`src/rtl/axi_r_arbiter.sv`:
```
// Two-requester read arbiter (ifetch m0, load m1) in front of a single AXI read burster.
// Define AXI_R_ARB_FIXED_PRIO_EN to let m1 always win ties instead of round-robin.

`ifndef AXI_DATA_WIDTH
`define AXI_DATA_WIDTH 32
`endif
`ifndef AXI_ADDR_WIDTH
`define AXI_ADDR_WIDTH 32
`endif
`ifndef AXI_ID_WIDTH
`define AXI_ID_WIDTH 4
`endif

module axi_r_arbiter #(
    parameter int DATA_WIDTH = `AXI_DATA_WIDTH,
    parameter int ADDR_WIDTH = `AXI_ADDR_WIDTH,
    parameter int ID_WIDTH   = `AXI_ID_WIDTH
) (
    input  logic                  ACLK,
    input  logic                  ARESETn,
    input  logic                  m0_req,
    input  logic [ADDR_WIDTH-1:0] m0_addr,
    input  logic [3:0]            m0_len,
    output logic                  m0_gnt,
    output logic                  m0_rvalid,
    output logic                  m0_rlast,
    input  logic                  m1_req,
    input  logic [ADDR_WIDTH-1:0] m1_addr,
    input  logic [3:0]            m1_len,
    output logic                  m1_gnt,
    output logic                  m1_rvalid,
    output logic                  m1_rlast,
    output logic [DATA_WIDTH-1:0] rdata,
    output logic                  ren,
    output logic [ADDR_WIDTH-1:0] araddr,
    output logic [3:0]            arlen,
    output logic [2:0]            arsize,
    output logic [ID_WIDTH-1:0]   arid,
    input  logic                  raddr_ok,
    input  logic                  rdata_ok,
    input  logic [DATA_WIDTH-1:0] sram_rdata
);

    typedef enum logic [2:0] {
        IDLE = 3'b001,
        ADDR = 3'b010,
        DATA = 3'b100
    } state_t;

    state_t                  state_r;
    state_t                  state_s;
    logic                    owner_r;
    logic [3:0]              beat_r;
    logic [ADDR_WIDTH-1:0]   araddr_r;
    logic [3:0]              arlen_r;
    logic [2:0]              arsize_r;
    logic [ID_WIDTH-1:0]     arid_r;
    logic                    winner_s;
    logic                    take_s;
    logic                    beat_s;
    logic                    last_s;

`ifndef AXI_R_ARB_FIXED_PRIO_EN
    logic                    last_grant_r;
`endif

    assign araddr = araddr_r;
    assign arlen  = arlen_r;
    assign arsize = arsize_r;
    assign arid   = arid_r;

    // Winner selection: a lone requester wins outright; ties resolved by priority mode.
    always_comb begin
        winner_s = 1'b0;
        if (m0_req && m1_req) begin
`ifdef AXI_R_ARB_FIXED_PRIO_EN
            winner_s = 1'b1;
`else
            winner_s = ~last_grant_r;
`endif
        end else if (m1_req) begin
            winner_s = 1'b1;
        end else begin
            winner_s = 1'b0;
        end
    end

    // Next-state and handshake outputs; everything is forced quiet while reset is held.
    always_comb begin
        state_s   = state_r;
        take_s    = 1'b0;
        beat_s    = 1'b0;
        last_s    = 1'b0;
        m0_gnt    = 1'b0;
        m1_gnt    = 1'b0;
        ren       = 1'b0;
        m0_rvalid = 1'b0;
        m1_rvalid = 1'b0;
        m0_rlast  = 1'b0;
        m1_rlast  = 1'b0;
        rdata     = '0;
        if (!ARESETn) begin
            state_s = IDLE;
        end else begin
            case (state_r)
                IDLE: begin
                    if ((m0_req || m1_req) && raddr_ok) begin
                        take_s  = 1'b1;
                        m0_gnt  = ~winner_s;
                        m1_gnt  = winner_s;
                        state_s = ADDR;
                    end else begin
                        state_s = IDLE;
                    end
                end
                ADDR: begin
                    ren = 1'b1;
                    if (raddr_ok) begin
                        state_s = DATA;
                    end else begin
                        state_s = ADDR;
                    end
                end
                DATA: begin
                    if (rdata_ok) begin
                        beat_s    = 1'b1;
                        last_s    = (beat_r == arlen_r);
                        m0_rvalid = ~owner_r;
                        m1_rvalid = owner_r;
                        m0_rlast  = ~owner_r & last_s;
                        m1_rlast  = owner_r & last_s;
                        rdata     = sram_rdata;
                        state_s   = last_s ? IDLE : DATA;
                    end else begin
                        state_s = DATA;
                    end
                end
                default: begin
                    state_s = IDLE;
                end
            endcase
        end
    end

    // State register.
    always_ff @(posedge ACLK) begin
        if (!ARESETn) begin
            state_r <= IDLE;
        end else begin
            state_r <= state_s;
        end
    end

    // Burst context captured at grant, beat counter advanced per accepted beat.
    always_ff @(posedge ACLK) begin
        if (!ARESETn) begin
            owner_r  <= 1'b0;
            beat_r   <= 4'd0;
            araddr_r <= '0;
            arlen_r  <= 4'd0;
            arsize_r <= 3'd0;
            arid_r   <= '0;
        end else if (take_s) begin
            owner_r  <= winner_s;
            beat_r   <= 4'd0;
            araddr_r <= winner_s ? m1_addr : m0_addr;
            arlen_r  <= winner_s ? m1_len : m0_len;
            arsize_r <= 3'b010;
            arid_r   <= ID_WIDTH'(winner_s);
        end else if (beat_s) begin
            beat_r <= last_s ? 4'd0 : beat_r + 4'd1;
        end else begin
            beat_r <= beat_r;
        end
    end

`ifndef AXI_R_ARB_FIXED_PRIO_EN
    // Remember the last winner; reset value makes m0 the favourite after reset.
    always_ff @(posedge ACLK) begin
        if (!ARESETn) begin
            last_grant_r <= 1'b1;
        end else if (take_s) begin
            last_grant_r <= winner_s;
        end else begin
            last_grant_r <= last_grant_r;
        end
    end
`endif

endmodule

```
`config.mk`:
```
export PLATFORM = sky130hd
export DESIGN_NAME = axi_r_arbiter
export DESIGN_NICKNAME = d
export VERILOG_FILES = /design/src/rtl/axi_r_arbiter.sv
export SDC_FILE = /design/constraint.sdc
export NUM_CORES = 1
export LEC_CHECK = 0
export CAP_MARGIN = 0
export CELL_PAD_IN_SITES_DETAIL_PLACEMENT = 0
export CELL_PAD_IN_SITES_GLOBAL_PLACEMENT = 2
export CORE_MARGIN = 5
export CORE_UTILIZATION = 16
export CTS_CLUSTER_DIAMETER = 30
export DETAILED_ROUTE_END_ITERATION = 10
export PLACE_DENSITY = 0.82
export SETUP_SLACK_MARGIN = 0.2
export SYNTH_ARGS = -nofsm -noshare
export SYNTH_HDL_FRONTEND = slang
export SYNTH_SLANG_ARGS = --single-unit
```
`constraint.sdc`:
```
create_clock -name ACLK -period 2.05 [get_ports ACLK]
set_input_delay 0.5125 -clock ACLK [delete_from_list [all_inputs] [get_ports ACLK]]
set_output_delay 0.5125 -clock ACLK [all_outputs]
set_load 0.02 [all_outputs]
```
==> flow_metrics.env <==
export IMPL_netlist_instances=313
export IMPL_ys_warn_count=0
export IMPL_synth_async_sr_flop_share_pct=0
export IMPL_dieArea_mm2=0.0177
export IMPL_cp_required_ps=1540
export IMPL_syn2layout_area_growth_pct=111
export IMPL_cts_buffers=5
export IMPL_cts_hold_buffers=0
export IMPL_gr_total_overflow=0
export IMPL_setup_violations_final=0
export IMPL_rr_worst_depth=7
export IMPL_drt_first_pass_iters=4
export IMPL_fin_skew_ps=5.85
export IMPL_synth_area_per_cell_um2=7.76
export IMPL_start_kind="flip-flop"
export IMPL_pre_cts_ws_ps=-727
export IMPL_die_w_um=133
export IMPL_io_buffers=186
export IMPL_crit_path_end_kind="primary output"
export IMPL_max_stage_delay_ps=330
export IMPL_wl_met1_mm=4.65
export IMPL_ant_nets=0
export IMPL_whs_path_depth=2
export IMPL_synth_top_cells_by_area="dfxtp_1 38%, o21ai_1 12%, or3_1 9.3%, and3_1 8.8%, a21oi_1 8.0%"
export IMPL_max_freq_ghz=0.496
export IMPL_hpwl_mm=7.87
export IMPL_critPathBufInv=2
export IMPL_hold_end="state_r[2]"
export IMPL_p_leak_uw=0.00204
export IMPL_grt_start_max_net_pins=38
export IMPL_fin_crit_ps=2020
export IMPL_reg2reg_slack_ps=330
export IMPL_drv_cap=0
export IMPL_combinationalPowerShare_pct=31.8
export IMPL_p_switching_uw=755
export IMPL_vias=3006
export IMPL_antenna_found_initial=2
export IMPL_grt_pass1_vias=3242
export IMPL_routedWlPerCell_um=15.0
export IMPL_gp_congestion=0.686
export IMPL_clk_root_buffer_cell="clkbuf_16"
export IMPL_htree_levels=2
export IMPL_path_cells="and4bb_2 -> buf_6 -> and3_4 -> nor2b_4 -> buf_6"
export IMPL_cp_max_fo=6
export IMPL_synthesis_area_mm2=0.00243
export IMPL_reg2reg_to="araddr[23]"
export IMPL_synth_cell_types=35
export IMPL_cp_slowest_cell="dfxtp_2"
export IMPL_min_path_type="in -> reg"
export IMPL_path_delay_family="simple AND/OR/NAND/NOR gates"
export IMPL_synth_ff_type="dfxtp_1"
export IMPL_routed_via_density=4.22
export IMPL_path_clk_slew_ps=60
export IMPL_crit_type="reg -> out"
export IMPL_finalWirelength_mm=10.7
export IMPL_power_density_mw_per_mm2=508
export IMPL_rows=45
export IMPL_core_mm2=0.0150
export IMPL_ys_seq_area_share_pct=37.9
export IMPL_timing_rr_start="state_r[1]"
export IMPL_crit_top_cell="buf_6"
export IMPL_drv_slew=0
export IMPL_die_h_um=133
export IMPL_routed_top_layer="met4"
export IMPL_p_int_uw=1850
export IMPL_drc_errors=0
export IMPL_p_sw_share_pct=28.9
export IMPL_crit_path_start="state_r[1]"
export IMPL_setup_ws_ps=33.4
export IMPL_io_pins=192
export IMPL_drive_gt1_share_pct=27.6
export IMPL_met2_length_mm=5.50
export IMPL_grt_total_usage_pct=11.7
export IMPL_ir_worst_vdd_uv=295
export IMPL_final_util_pct=34.2
export IMPL_synth_top_area_share_pct=37.9
export IMPL_initial_core_util_pct=16.2
export IMPL_cts_max_path_buffers=2
export IMPL_hold_viol=0
export IMPL_rsz0062_at_grt="yes"
export IMPL_synth_top_cell_by_area="dfxtp_1"
export IMPL_synth_seq_cells=46
export IMPL_drt_iter0_drc=65
export IMPL_synth_edf_count=0
export IMPL_cts_tree="yes"
export IMPL_clock_latency_ps=280
export IMPL_grt_pass1_wl_mm=17.0
export IMPL_wl_met3_um=541
export IMPL_hp_start="rdata_ok"
export IMPL_p_seq_share_pct=38.8
export IMPL_critPathArrivalTime_ps=1500
export IMPL_cts_sinks=46
export IMPL_fin_crit_sh_pct=98.4
export IMPL_clockPowerShare_pct=29.5
export IMPL_status="finished, final reports clean"
export IMPL_final_nets=633
## metrics by stage
stage | hold slack [ps] | setup TNS [ps] | area, um^2 | std cells | total power (uW)
global placement | 456 | -39430 | 4660 | 694 | 1850
finish | 421 | 0 | 5140 | 712 | 2610
CTS | 410 | 0 | 5090 | 710 | 2660
global route | 424 | -29.9 | 5130 | 711 | 2780
detailed placement | 447 | -40900 | 4660 | 694 | 1860
floorplan | 452 | 0 | 2450 | 317 | 1380
## area by class of cell
cell class              count  area (um^2)
flip-flops and latches     46          923
inverters                   2         7.51
clock buffers               5          125
repair buffers            234         2300
diodes                      2         5.00
fillers                  1543         9900
clock inverters             2         10.0
multi-input cells         233         1530
well taps                 188          235
## cell usage after synthesis (2+ instances only)
master / count
clkbuf_1: 16
nor2b_1: 3
or3_1: 36
dfxtp_1: 46
buf_4: 6
and4bb_1: 2
o21ai_0: 15
nor2_1: 7
o21ai_1: 57
nand2_1: 6
buf_2: 11
nor3_1: 4
nand3_1: 3
xor2_1: 3
xnor2_1: 5
and3_1: 34
buf_6: 3
a21oi_1: 39
## flip-flops by register name (all words and copies together), names as in the netlist
register and count:
araddr 32, arlen 4, beat_r 4, state_r 3, arid 1, arsize 1, last_grant_r 1
## placed cells by master (no fill, tap or decap), types with 2 or more instances in the layout
cell	synthesis	final
xor2_1	3	3
buf_6	3	43
dfxtp_1	46	44
clkbuf_16	0	5
nand2_1	6	5
clkdlybuf4s50_1	0	137
o21ai_1	57	57
diode_2	0	2
conb_1	1	5
o21ai_0	15	15
dfxtp_2	0	2
buf_12	0	3
nand3_1	3	3
nor3_2	0	3
a21oi_1	39	39
buf_4	6	40
clkinv_2	0	2
nor2_1	7	7
nor2b_1	3	2
dlygate4sd2_1	0	8
and4bb_2	0	2
xnor2_1	5	5
buf_2	11	3
and3_4	0	33
or3_1	36	36
## power groups by stage
stage | combinational (uW) | clock, uW | sequential [uW]
3_5_place_dp | 824 | 0 | 1030
5_1_grt | 908 | 850 | 1020
4_1_cts | 830 | 818 | 1010
2_1_floorplan | 266 | 0 | 1110
3_3_place_gp | 819 | 0 | 1030
6_report | 829 | 769 | 1010
## worst register-to-register path, stage by stage (launching register included)
cell,delay [ps]
dfxtp_2,330
buf_6,110
and4bb_2,350
buf_12,220
and2b_2,230
buf_12,190
o21ai_1,80
a21oi_1,140
## kinds of logic (layout without fill, tap and decap cells)
kind of cell	count (synthesis)	in the layout	share of synthesized area [%]
AOI/OAI and AO/OA	117	117	24.9
adders and majority gates	1	1	0.515
xor gates and xnor gates	8	8	2.89
DFF	46	46	37.9
muxes	1	1	0.412
other	1	7	0.154
buffers and inverters	38	243	8.29
and+or+nand+nor	101	101	24.9
## repair_timing
item	in CTS	in global routing
setup endpoints to repair	87	79
gates cloned	3	0
gates resized for setup	291	12
pin swaps	26	7
setup buffers	6	0
## routing by layer
layer  vias up  GRT usage [%]
li1       1541              -
met1      1372           14.3
met2        91           21.4
met3         2           2.95
met4         0           1.54
met5         -              0
## worst max path at each step
stage / slack (ps) / cells past startpoint / endpoint
6_report: 30 / 5 / m1_rlast
5_1_grt: -30 / 5 / m1_rlast
4_1_cts: 20 / 5 / m1_rlast
3_5_place_dp: -730 / 5 / rdata[0]
3_3_place_gp: -680 / 5 / rdata[29]
2_1_floorplan: 100 / 4 / m0_gnt
(Power assumes the default switching activity.)
